===== src/rtl/uart_pkg.sv =====
// rtl/uart_pkg.sv - shared types and defaults for the UART transmit feeder
package uart_pkg;

  localparam int DEFAULT_SIZE         = 8;
  localparam int DEFAULT_DEPTH        = 16;
  localparam int DEFAULT_BUSY_TIMEOUT = 64;

  typedef logic [DEFAULT_SIZE-1:0] byte_t;

  typedef enum logic [1:0] {
    IDLE,
    LAUNCH,
    WAIT_BUSY,
    WAIT_DONE
  } tx_state_t;

endpackage


===== src/rtl/uart_sync_fifo.sv =====
// rtl/uart_sync_fifo.sv - byte FIFO whose head stays put until explicitly popped
module uart_sync_fifo #(
  parameter int SIZE  = 8,
  parameter int DEPTH = 16
) (
  input  logic                   clk,
  input  logic                   rst_n,
  input  logic                   push,
  input  logic [SIZE-1:0]        push_data,
  input  logic                   pop,
  output logic [SIZE-1:0]        head,
  output logic [$clog2(DEPTH):0] count,
  output logic                   full,
  output logic                   empty
);

  localparam int AW = $clog2(DEPTH);

  logic [SIZE-1:0] mem_q [DEPTH];
  logic [AW-1:0]   wr_ptr_q, wr_ptr_d;
  logic [AW-1:0]   rd_ptr_q, rd_ptr_d;
  logic [AW:0]     count_q, count_d;
  logic            do_push, do_pop;

  assign full  = (count_q == (AW+1)'(DEPTH));
  assign empty = (count_q == '0);
  assign count = count_q;
  assign head  = mem_q[rd_ptr_q];

  // DEPTH is a power of two, so the pointers wrap by plain overflow.
  always_comb begin
    do_push  = push && !full;
    do_pop   = pop && !empty;
    wr_ptr_d = wr_ptr_q + AW'(do_push);
    rd_ptr_d = rd_ptr_q + AW'(do_pop);
    count_d  = count_q + (AW+1)'(do_push) - (AW+1)'(do_pop);
  end

  always_ff @(posedge clk or negedge rst_n) begin
    if (!rst_n) begin
      wr_ptr_q <= '0;
      rd_ptr_q <= '0;
      count_q  <= '0;
    end else begin
      wr_ptr_q <= wr_ptr_d;
      rd_ptr_q <= rd_ptr_d;
      count_q  <= count_d;
    end
  end

  always_ff @(posedge clk) begin
    if (do_push) begin
      mem_q[wr_ptr_q] <= push_data;
    end
  end

endmodule


===== src/rtl/uart_tx_feeder.sv =====
// rtl/uart_tx_feeder.sv - buffers upstream bytes and sequences them into the UART transmitter
module uart_tx_feeder
  import uart_pkg::*;
#(
  parameter int SIZE         = DEFAULT_SIZE,
  parameter int DEPTH        = DEFAULT_DEPTH,
  parameter int BUSY_TIMEOUT = DEFAULT_BUSY_TIMEOUT
) (
  input  logic                   clk,
  input  logic                   rst,
  input  logic                   s_valid,
  input  logic [SIZE-1:0]        s_data,
  output logic                   s_ready,
  output logic                   tx_en,
  output logic [SIZE-1:0]        data_in,
  input  logic                   tx_busy,
  output logic [$clog2(DEPTH):0] fifo_count,
  output logic                   fifo_empty,
  output logic                   timeout_err
);

  localparam int TW = $clog2(BUSY_TIMEOUT + 1);

  tx_state_t       state_q, state_d;
  logic            tx_en_q, tx_en_d;
  logic [SIZE-1:0] data_in_q, data_in_d;
  logic [TW-1:0]   timer_q, timer_d;
  logic            timeout_err_q, timeout_err_d;
  logic            retire;
  logic            full;
  logic [SIZE-1:0] head;

  uart_sync_fifo #(
    .SIZE  (SIZE),
    .DEPTH (DEPTH)
  ) u_fifo (
    .clk       (clk),
    .rst_n     (rst),
    .push      (s_valid),
    .push_data (s_data),
    .pop       (retire),
    .head      (head),
    .count     (fifo_count),
    .full      (full),
    .empty     (fifo_empty)
  );

  assign s_ready     = !full;
  assign tx_en       = tx_en_q;
  assign data_in     = data_in_q;
  assign timeout_err = timeout_err_q;

  always_comb begin
    state_d       = state_q;
    tx_en_d       = 1'b0;
    data_in_d     = data_in_q;
    timer_d       = timer_q;
    timeout_err_d = timeout_err_q;
    retire        = 1'b0;
    case (state_q)
      IDLE: begin
        if (!fifo_empty) begin
          data_in_d = head;
        end
        if (!fifo_empty && !tx_busy) begin
          state_d = LAUNCH;
          tx_en_d = 1'b1;
        end
      end
      LAUNCH: begin
        state_d = WAIT_BUSY;
        timer_d = '0;
      end
      // A missed busy edge leaves the head in place so it is simply relaunched.
      WAIT_BUSY: begin
        if (tx_busy) begin
          state_d = WAIT_DONE;
        end else if (timer_q == TW'(BUSY_TIMEOUT - 1)) begin
          timeout_err_d = 1'b1;
          state_d       = IDLE;
        end else begin
          timer_d = timer_q + TW'(1);
        end
      end
      WAIT_DONE: begin
        if (!tx_busy) begin
          retire  = 1'b1;
          state_d = IDLE;
        end
      end
      default: state_d = IDLE;
    endcase
  end

  always_ff @(posedge clk or negedge rst) begin
    if (!rst) begin
      state_q       <= IDLE;
      tx_en_q       <= 1'b0;
      data_in_q     <= '0;
      timer_q       <= '0;
      timeout_err_q <= 1'b0;
    end else begin
      state_q       <= state_d;
      tx_en_q       <= tx_en_d;
      data_in_q     <= data_in_d;
      timer_q       <= timer_d;
      timeout_err_q <= timeout_err_d;
    end
  end

endmodule


===== config.mk =====
export PLATFORM = sky130hd
export DESIGN_NAME = uart_tx_feeder
export DESIGN_NICKNAME = d
export VERILOG_FILES = /design/src/rtl/uart_pkg.sv /design/src/rtl/uart_sync_fifo.sv /design/src/rtl/uart_tx_feeder.sv
export SDC_FILE = /design/constraint.sdc
export NUM_CORES = 1
export LEC_CHECK = 0
export ABC_CLOCK_PERIOD_IN_PS = 2780
export CAP_MARGIN = 20
export CORE_ASPECT_RATIO = 0.8
export CORE_MARGIN = 5
export CORE_UTILIZATION = 40
export CTS_BUF_LIST = sky130_fd_sc_hd__clkbuf_8
export DETAILED_ROUTE_END_ITERATION = 8
export GPL_ROUTABILITY_DRIVEN = 0
export HOLD_SLACK_MARGIN = 0.05
export PLACE_DENSITY_LB_ADDON = 0.3
export SYNTH_ARGS = -nofsm -noshare
export SYNTH_HDL_FRONTEND = slang
export SYNTH_SLANG_ARGS = --single-unit
export TNS_END_PERCENT = 30

===== constraint.sdc =====
create_clock -name clk -period 2.78 [get_ports clk]
set_input_delay 0.417 -clock clk [delete_from_list [all_inputs] [get_ports clk]]
set_output_delay 0.417 -clock clk [all_outputs]
set_load 0.1 [all_outputs]

# After elaboration in Yosys (flattened, before gate mapping)
# Memories as Yosys holds them, arrays and structs flattened. A register that Yosys moved wholly into a read port is not among the register bits.
# Cells that the tools add are included.
[totals]
ff_bits = 24
latchBits = 0
ramBits = 128
romBits = 0
wordCells = 53
mem_count = 1
[op_classes]
add_sub_neg = 5
mul = 0
n_div = 0
order_cmp = 0
n_eq_ne = 10
shift = 0
muxes = 14
bitwise_logic = 2
reduce_logical = 14
[memory_table]
columns = ["name", "words", "width", "rd", "rd_clocked_by_memory_dff", "wr", "line_no", "source"]
rows = [
  ["u_fifo.mem_q", 16, 8, 1, 1, 1, "uart_sync_fifo.sv:19", "logic [SIZE-1:0] mem_q [DEPTH];"],
]
[ops]
columns = ["cell", "count"]
rows = [
  ["two-way mux 7 bit", 2],
  ["one-hot mux 7 bit (2 select lines)", 1],
  ["AND reduction 3 bit", 3],
  ["adder 4 x 1 -> 4 bit", 2],
  ["two-way mux 2 bit", 4],
  ["inequality test 2 bit, second input constant", 4],
  ["one-hot mux 2 bit (4 select lines)", 1],
  ["adder 7 x 1 -> 7 bit, second input constant", 1],
  ["== test 7 x 6 -> 1 bit, second input constant", 1],
  ["two-way mux 1 bit", 6],
  ["adder 5 x 1 -> 5 bit", 1],
  ["== test 5 bit, second input constant", 1],
  ["logical NOT 5 bit", 1],
  ["subtractor 5 x 1 -> 5 bit", 1],
  ["== test 2 bit, second input constant", 2],
  ["logical NOT 1 bit", 4],
  ["logical AND 1 bit", 3],
  ["inequality test 3 bit, second input constant", 1],
  ["== test 2 x 1 -> 1 bit, second input constant", 1],
  ["logical NOT 2 bit", 1],
  ["NOT 1 bit", 2],
  ["AND reduction 2 bit", 1],
  ["nonzero test 2 bit", 1],
]

# Logic depth before layout (Yosys ltp)
# Gate-level depths: netlist of run 1.
[depth]
depth_word = 5
mapped_depth = 13
mapped_depth_nobuf = 13

# By module
# From an unflattened synthesis of run 1, not the netlist that was laid out.
[unflattened]
cells_unflattened = 351
area_unflattened_um2 = 6540.0
[by_module_without_submodules]
columns = ["mod", "instances", "cells_each", "area_each_um2", "seq_area_each_um2"]
rows = [
  ["uart_sync_fifo", 1, 275, 5654.2, 4169.0],
  ["uart_tx_feeder", 1, 76, 885.8, 475.5],
]

# Worst setup path after synthesis of run 1
# Ideal clock, no wire load.
[synth_timing]
kind = "reg-to-reg"
start = "register u_fifo.count_q[3] (netlist: u_fifo.count[3])"
end = "register u_fifo.count_q[4] (netlist: u_fifo.count[4])"
t_arrival_ps = 3803
t_required_ps = 2699
slack_ps = -1103
stages_incl_launch_ff = 14
path_buffers = 0
synth_period_minus_slack_ps = 3883
cell_sequence = "dfrtp_1 inv_1 ha_1 nor4b_4 nor3_1 ha_1 inv_1 ha_1 inv_1 fa_1 inv_1 a21oi_1 o21bai_1 xnor2_1"
[synth_lines]
columns = ["item", "line_no", "source"]
rows = [
  ["from (decl)", "uart_sync_fifo.sv:22", "logic [AW:0] count_q, count_d;"],
  ["from (signal assigned)", "uart_sync_fifo.sv:47", "count_q <= count_d;"],
  ["logical NOT 5 bit", "uart_sync_fifo.sv:26", "assign empty = (count_q == '0);"],
  ["named net fifo_empty", "uart_tx_feeder.sv:18", "output logic fifo_empty,"],
  ["logical NOT 1 bit", "uart_sync_fifo.sv:33", "do_pop = pop && !empty;"],
  ["logical AND 1 bit", "uart_sync_fifo.sv:33", ""],
  ["subtractor 5 x 1 -> 5 bit", "uart_sync_fifo.sv:36", "count_d = count_q + (AW+1)'(do_push) - (AW+1)'(do_pop);"],
  ["named net u_fifo.count_d[4]", "uart_sync_fifo.sv:22", ""],
]
# The timed path passes the listed nets, and every way through them passes these cells.
# A chain may end at the register's enable or synchronous reset.

# Worst setup path in the final report of run 1
[layout_timing]
start = "register u_fifo.count_q[2] (netlist: u_fifo.count[2])"
end = "register u_fifo.count_q[4] (netlist: u_fifo.count[4])"
[layout_via]
elab_chain_len = 5
[layout_rtl]
columns = ["item", "line_no", "source"]
rows = [
  ["== test 5 bit", "uart_sync_fifo.sv:25", "assign full = (count_q == (AW+1)'(DEPTH));"],
  ["logical NOT 1 bit", "uart_sync_fifo.sv:32", "do_push = push && !full;"],
  ["logical AND 1 bit", "uart_sync_fifo.sv:32", ""],
  ["adder 5 x 1 -> 5 bit", "uart_sync_fifo.sv:36", ""],
  ["subtractor 5 x 1 -> 5 bit (*)", "uart_sync_fifo.sv:36", ""],
  ["named net u_fifo.count_d[4]", "uart_sync_fifo.sv:22", ""],
]
# Mark *: on every way through the listed nets, which the timed path passes. The rest lies on a longest branch.

==> results of run 1 <==
[metrics by stage]
step | cells | utilization [%] | instance area [um^2] | setup slack (ns)
2_1_floorplan | 389 | - | 6521 | -0.8234
3_3_place_gp | 646 | 45.32 | 7184 | 0.1001
3_5_place_dp | 646 | 45.32 | 7184 | -0.01097
4_1_cts | 678 | 47.31 | 7500 | 0.2777
5_1_grt | 678 | 47.31 | 7500 | 0.1077
6_report | 678 | 47.31 | 7500 | 0.3053
[final cells by class]
cell class,instances,area [um^2]
inverters,12,47.55
clock inverters,15,81.33
fillers,1341,8352
multi-input cells,201,1735
well taps,215,269.0
clock buffers,17,234.0
flip-flops and latches,160,4657
repair buffers,58,475.5
[layout by cell type, fill, tap and decap left out, types with 3 or more instances in the layout]
master           netlist  layout
edfxtp_1             128     128
buf_4                  5      46
mux2i_1               34      34
dfrtp_1               32      26
a22oi_1               24      24
nand3_1               21      21
nand2_1               18      18
nor2_1                17      17
clkbuf_8               0      17
mux4_2                16      16
inv_1                 12      11
clkdlybuf4s50_1        0      11
ha_1                  11       9
nor3_1                 6       6
clkinv_2               0       6
nand2b_1               5       5
xor2_1                 4       4
a21oi_1                4       4
xnor2_1                4       4
o21ai_0                4       4
dfrtp_2                0       4
a21o_1                 3       3
o31a_1                 3       3
o311ai_0               3       3
clkinv_1               0       3
[cells in the mapped netlist (all sizes together), types with 5 or more instances]
cell | n | share of area, %
nand2 | 18 | 1.0
edfxtp | 128 | 59
ha | 11 | 2.1
nand2b | 5 | 0.48
mux4 | 16 | 5.6
nor3 | 7 | 0.62
nor2 | 18 | 1.1
a22oi | 24 | 2.8
clkbuf | 7 | 0.40
nand3 | 21 | 1.6
inv | 12 | 0.69
buf | 9 | 0.87
mux2i | 34 | 5.2
dfrtp | 32 | 12
[metal layers]
layer | vias up | track usage [%]
met5 | - | 0
met4 | 0 | 4.508
met3 | 7 | 4.550
met2 | 100 | 22.09
met1 | 1742 | 19.68
li1 | 1630 | -
[cells by family (layout without fill, tap and decap cells)]
kind of cell	count (synthesis)	count (layout)	share of synthesized area, %
AO/OA/AOI/OAI	45	45	5.013
XOR/XNOR	8	8	1.080
adder cells (fa/ha/maj)	12	12	2.429
buffers and inverters	28	102	1.966
flip-flops	160	160	71.56
multiplexers	50	50	10.80
AND/OR/NAND/NOR	86	86	7.152
[report_power, final]
part           internal (uW)  switching (uW)  total, uW
registers               2990             322       3310
logic                   1080            1900       2970
clock network            591             797       1390
total                   4660            3020       7680
[final timing paths]
| check | slack (ns) | end | startpoint | depth (start not counted) |
|---|---|---|---|---|
| max in group asynchronous | 1.70 | u_fifo.rd_ptr_q[0] | rst | 2 |
| min | 0.40 | u_fifo.count[2] | rst | 1 |
| max reg2reg | 0.31 | u_fifo.count[4] | u_fifo.count[2] | 13 |
| min reg2reg | 0.48 | data_in[0] | data_in[0] | 2 |
| max | 0.31 | u_fifo.count[4] | u_fifo.count[2] | 13 |
| min in group clk | 0.48 | data_in[0] | data_in[0] | 2 |
[critical path: cells and delay by family (launching register included)]
kind	cells	cell delay, ns
adder cells (fa/ha/maj)	4	0.97
AO/OA/AOI/OAI	2	0.25
AND/OR/NAND/NOR	2	0.30
XOR/XNOR	1	0.14
buffers and inverters	4	0.24
flip-flops	1	0.50
[state kept, by name (all words and copies together) (netlist names)]
name and flops:
u_fifo.mem_q 128, timer_q 7, u_fifo.wr_ptr_q 4, u_fifo.rd_ptr_q 4, state_q 2, timeout_err 1, tx_en 1, data_in 8
u_fifo.count 5
==> summary.txt, run 1 <==
STA
  – Tmin final: 2.475 ns
  – Clock skew: 0.008284 ns
  – Worst hold margin: 0.4019 ns
  – # setup viols final: 0
  – Max_slew headroom: 51.50%
  – Final hold vios: 0
  – Fin Setup TNS: 0 ns
  – Fmax: 404.1 MHz
  – Slew @ Worst Pin: 0.7260 ns
  – RSZ-0062 raised after global routing: false
  – Max-slew violations: 0
  – Tcrit/Tclk final: 89.02%

CTS
  – Cts bufs inserted: 17
  – H-Tree Depth: 4
  – # Post-CTS Setup Buffers: 0
  – Clock Latency Late Sink: 0.44 ns
  – Root Driver: clkbuf_8
  – Worst-path clk slew: 0.08 ns
  – # resized after CTS: 0
  – # hold bufs at CTS: 0
  – CTS tree: done
  – Clock Path Buffers: 2
  – CTS sink cnt: 160

Setup path
  – CP dominant cell by count: inv_1
  – Crit path capture type: flip-flop
  – CP Max Fanout: 3
  – Crit path DAT: 2.84 ns
  – Startpoint Class: flip-flop
  – Critical Path RT: 3.15 ns
  – Slowest CP cell: dfrtp_4
  – Crit Path Category: reg2reg
  – Slowest cell delay on critical path: 0.50 ns
  – Critical-path cell list: inv_4 > ha_4 > nor4b_4 > nor3_1 > ha_1 > inv_1 > ha_2 > inv_2 > fa_2 > inv_1 > a21oi_1 > o21bai_1 > xnor2_1

Finish
  – P&R area growth vs syn: 15.56%
  – Nets: 474
  – Diode count: 0
  – Share of cells above drive strength 1: 23.11%

Power and ir drop
  – LEAKAGE: 0.002739 uW
  – Peak supply drop: 0.0004343 V
  – Power Density: 1023 nW/um^2
  – Total power: 7676 uW

Routing
  – Via Count: 3479
  – Met3 wire len: 984 um
  – Pre-Repair DR Iteration Count: 4
  – Initial drt markers: 205
  – Drt total wl: 12.88 mm
  – Post-DR vias/cell: 5.131
  – Antenna Nets Post-Route: 0
  – Top Metal Used: met4
  – Detailed-route wire length per cell: 19.00 um
  – M1 wire length: 5.726 mm
  – WL met2: 6.053 mm
  – Drt drc: 0

Logic synthesis
  – FFs w/ async S/R, synth: 20.00%
  – Mapped cell area: 6490 um^2
  – Yosys Warn Count: 0
  – Synthesized net count: 413
  – Dominant synthesized flop cell: edfxtp_1
  – Number of synthesized flops with an enable pin: 128
  – Syn Area/Cell: 16.68 um^2
  – Post-synthesis register bit count: 160
  – Sequential share of the synthesized area: 71.56%
  – Yosys cell types: 42
  – Gate count after technology mapping: 389

Place
  – PortBufs: 28
  – Hpwl dp: 8.437 mm

Global route
  – Total GRT Usage: 14.32%
  – First-pass GRT wire length: 19.99 mm
  – Initial antenna violation count: 0
  – GR Overflow Total: 0
  – Pin count of the biggest net entering global routing: 34
  – Number of global-route vias before repair: 3557

Floorplan
  – Starting Density: 40.94%
  – Ports: 29
  – Rows: 41
  – Core Footprint: 15850 um^2
  – Die X: 152.4 um
  – Die H: 123.9 um
  – Die footprint: 18890 um^2

Status
  – Run status: finished, final reports clean

Worst hold path
  – HP Class: in2async

Job
  – Max-cap violations: 0
Note: power is estimated with default switching activity, not from simulation.
==> inputs of run 2 (changes only) <==
Settings changed: CTS_BUF_LIST sky130_fd_sc_hd__clkbuf_8 to sky130_fd_sc_hd__clkbuf_4 sky130_fd_sc_hd__clkbuf_8.
==> summary.txt, run 2 (synthesized netlist as in run 1, its figures left out) <==
STA
  – RSZ-0062 raised after global routing: false
  – # setup viols final: 0
  – Max-slew violations: 0
  – Clock skew: 0.009987 ns
  – Final hold vios: 0
  – Fin Setup TNS: 0 ns
  – Slew @ Worst Pin: 0.7109 ns
  – Tmin final: 2.472 ns
  – Tcrit/Tclk final: 88.92%
  – Fmax: 404.5 MHz
  – Max_slew headroom: 52.46%

Floorplan
  – Core Footprint: 15850 um^2
  – Ports: 29
  – Die X: 152.4 um
  – Die footprint: 18890 um^2
  – Rows: 41
  – Starting Density: 40.94%
  – Die H: 123.9 um

Finish
  – Share of cells above drive strength 1: 23.54%
  – P&R area growth vs syn: 15.67%
  – Most frequent cells in the layout: edfxtp_1 (128), buf_4 (46), mux2i_1 (34)
  – Nets: 474
  – Reg with most FFs: u_fifo.mem_q
  – Diode count: 0
  – Max FFs per register: 128
  – Final core utilization: 47.36%
  – Fillers: 1341
  – Most common cell after layout, fill and taps aside: edfxtp_1
  – Post-layout instance area: 7507 um^2

Routing
  – Antenna Nets Post-Route: 0
  – Pre-Repair DR Iteration Count: 4
  – Drt drc: 0
  – Via Count: 3489
  – Drt total wl: 12.92 mm
  – Initial drt markers: 187
  – Post-DR vias/cell: 5.146
  – Detailed-route wire length per cell: 19.06 um

Setup path
  – Critical-path cell list: inv_4 > ha_4 > nor4b_4 > nor3_1 > ha_1 > inv_1 > ha_2 > inv_2 > fa_2 > inv_1 > a21oi_1 > o21bai_1 > xnor2_1
  – Slowest cell delay on critical path: 0.50 ns
  – Crit Path Category: reg2reg
  – Cell family with most CP delay: adder cells
  – Crit path DAT: 2.84 ns
  – CP dominant cell by count: inv_1
  – Buf/Inv on CP: 4
  – Slowest CP cell: dfrtp_4
  – CP Max Fanout: 3
  – Crit path capture type: flip-flop
  – Startpoint Class: flip-flop
  – Critical Path RT: 3.15 ns

Power and ir drop
  – Logic pwr share: 38.6%
  – Power Density: 1027 nW/um^2
  – Sequential share of power: 43.0%
  – Internal: 4686 uW
  – P_sw: 3020 uW
  – LEAKAGE: 0.002737 uW
  – Clock power share: 18.4%
  – Switching share of power: 39.19%
  – Peak supply drop: 0.0004340 V

Global route
  – Total GRT Usage: 14.33%
  – Number of global-route vias before repair: 3561
  – First-pass GRT wire length: 20.00 mm
  – Initial antenna violation count: 0
  – Pin count of the biggest net entering global routing: 34
  – GR Overflow Total: 0

CTS
  – # Post-CTS Setup Buffers: 0
  – # resized after CTS: 0
  – CTS sink cnt: 160
  – Clock Latency Late Sink: 0.45 ns
  – Root Driver: clkbuf_8
  – Clock Path Buffers: 2
  – CTS tree: done
  – Worst-path clk slew: 0.08 ns
  – H-Tree Depth: 4
  – # hold bufs at CTS: 0
  – Cts bufs inserted: 17

Place
  – PortBufs: 28
  – Hpwl dp: 8.437 mm
  – Placed inst area: 7184 um^2

Job
  – Max-cap violations: 0

Status
  – Run status: finished, final reports clean

Worst hold path
  – HP Class: in2async
-- run 2: metal layers --
layer | track usage [%] | share of wire (%) | up-vias
met1 | 19.70 | 47 | 1780
met3 | 4.550 | 5.2 | 7
met5 | 0 | 0 | -
met4 | 4.508 | 1.0 | 0
li1 | - | - | 1631
met2 | 22.09 | 47 | 71
-- run 2: path summary, 6_finish.rpt --
kind | endpoint | slack, ns | from | cells after the start
min reg2reg | data_in[0] | 0.48 | data_in[0] | 2
min | timer_q[4] | 0.40 | rst | 1
min in group clk | data_in[0] | 0.48 | data_in[0] | 2
max in group asynchronous | u_fifo.rd_ptr_q[0] | 1.70 | rst | 2
max | u_fifo.count[4] | 0.31 | u_fifo.count[2] | 13
max reg2reg | u_fifo.count[4] | 0.31 | u_fifo.count[2] | 13
-- run 2: cell type report --
type / count / area, um^2 / share of cell area, %
inverters: 12 / 47.55 / 0.6333
clock inverters: 13 / 73.82 / 0.9833
multi-input cells: 201 / 1735 / 23.12
clock buffers: 19 / 249.0 / 3.317
flip-flops and latches: 160 / 4657 / 62.03
repair buffers: 58 / 475.5 / 6.333
well taps: 215 / 269.0 / 3.583
-- run 2: worst register-to-register path: stages, from the launching register on --
cell and delay [ns]:
dfrtp_4 0.50, inv_4 0.07, ha_4 0.13, nor4b_4 0.20, nor3_1 0.10, ha_1 0.30
inv_1 0.06, ha_2 0.18, inv_2 0.04, fa_2 0.36, inv_1 0.07, a21oi_1 0.06
o21bai_1 0.19, xnor2_1 0.14
-- run 2: stage by stage --
stage	total power (uW)	hold WS [ns]	std cells	worst slack, ns
2_1_floorplan	5551	0.1214	389	-0.8234
3_3_place_gp	6312	0.4464	646	0.1001
3_5_place_dp	6375	0.4695	646	-0.01097
4_1_cts	7796	0.3875	678	0.2777
5_1_grt	8149	0.4183	678	0.1077
6_report	7706	0.3993	678	0.3079
-- run 2: power groups by stage --
stage | logic [uW] | clock network (uW) | registers [uW]
2_1_floorplan | 1620 | 0 | 3930
3_3_place_gp | 2960 | 0 | 3360
3_5_place_dp | 3000 | 0 | 3380
4_1_cts | 3010 | 1460 | 3320
5_1_grt | 3200 | 1570 | 3380
6_report | 2970 | 1420 | 3320
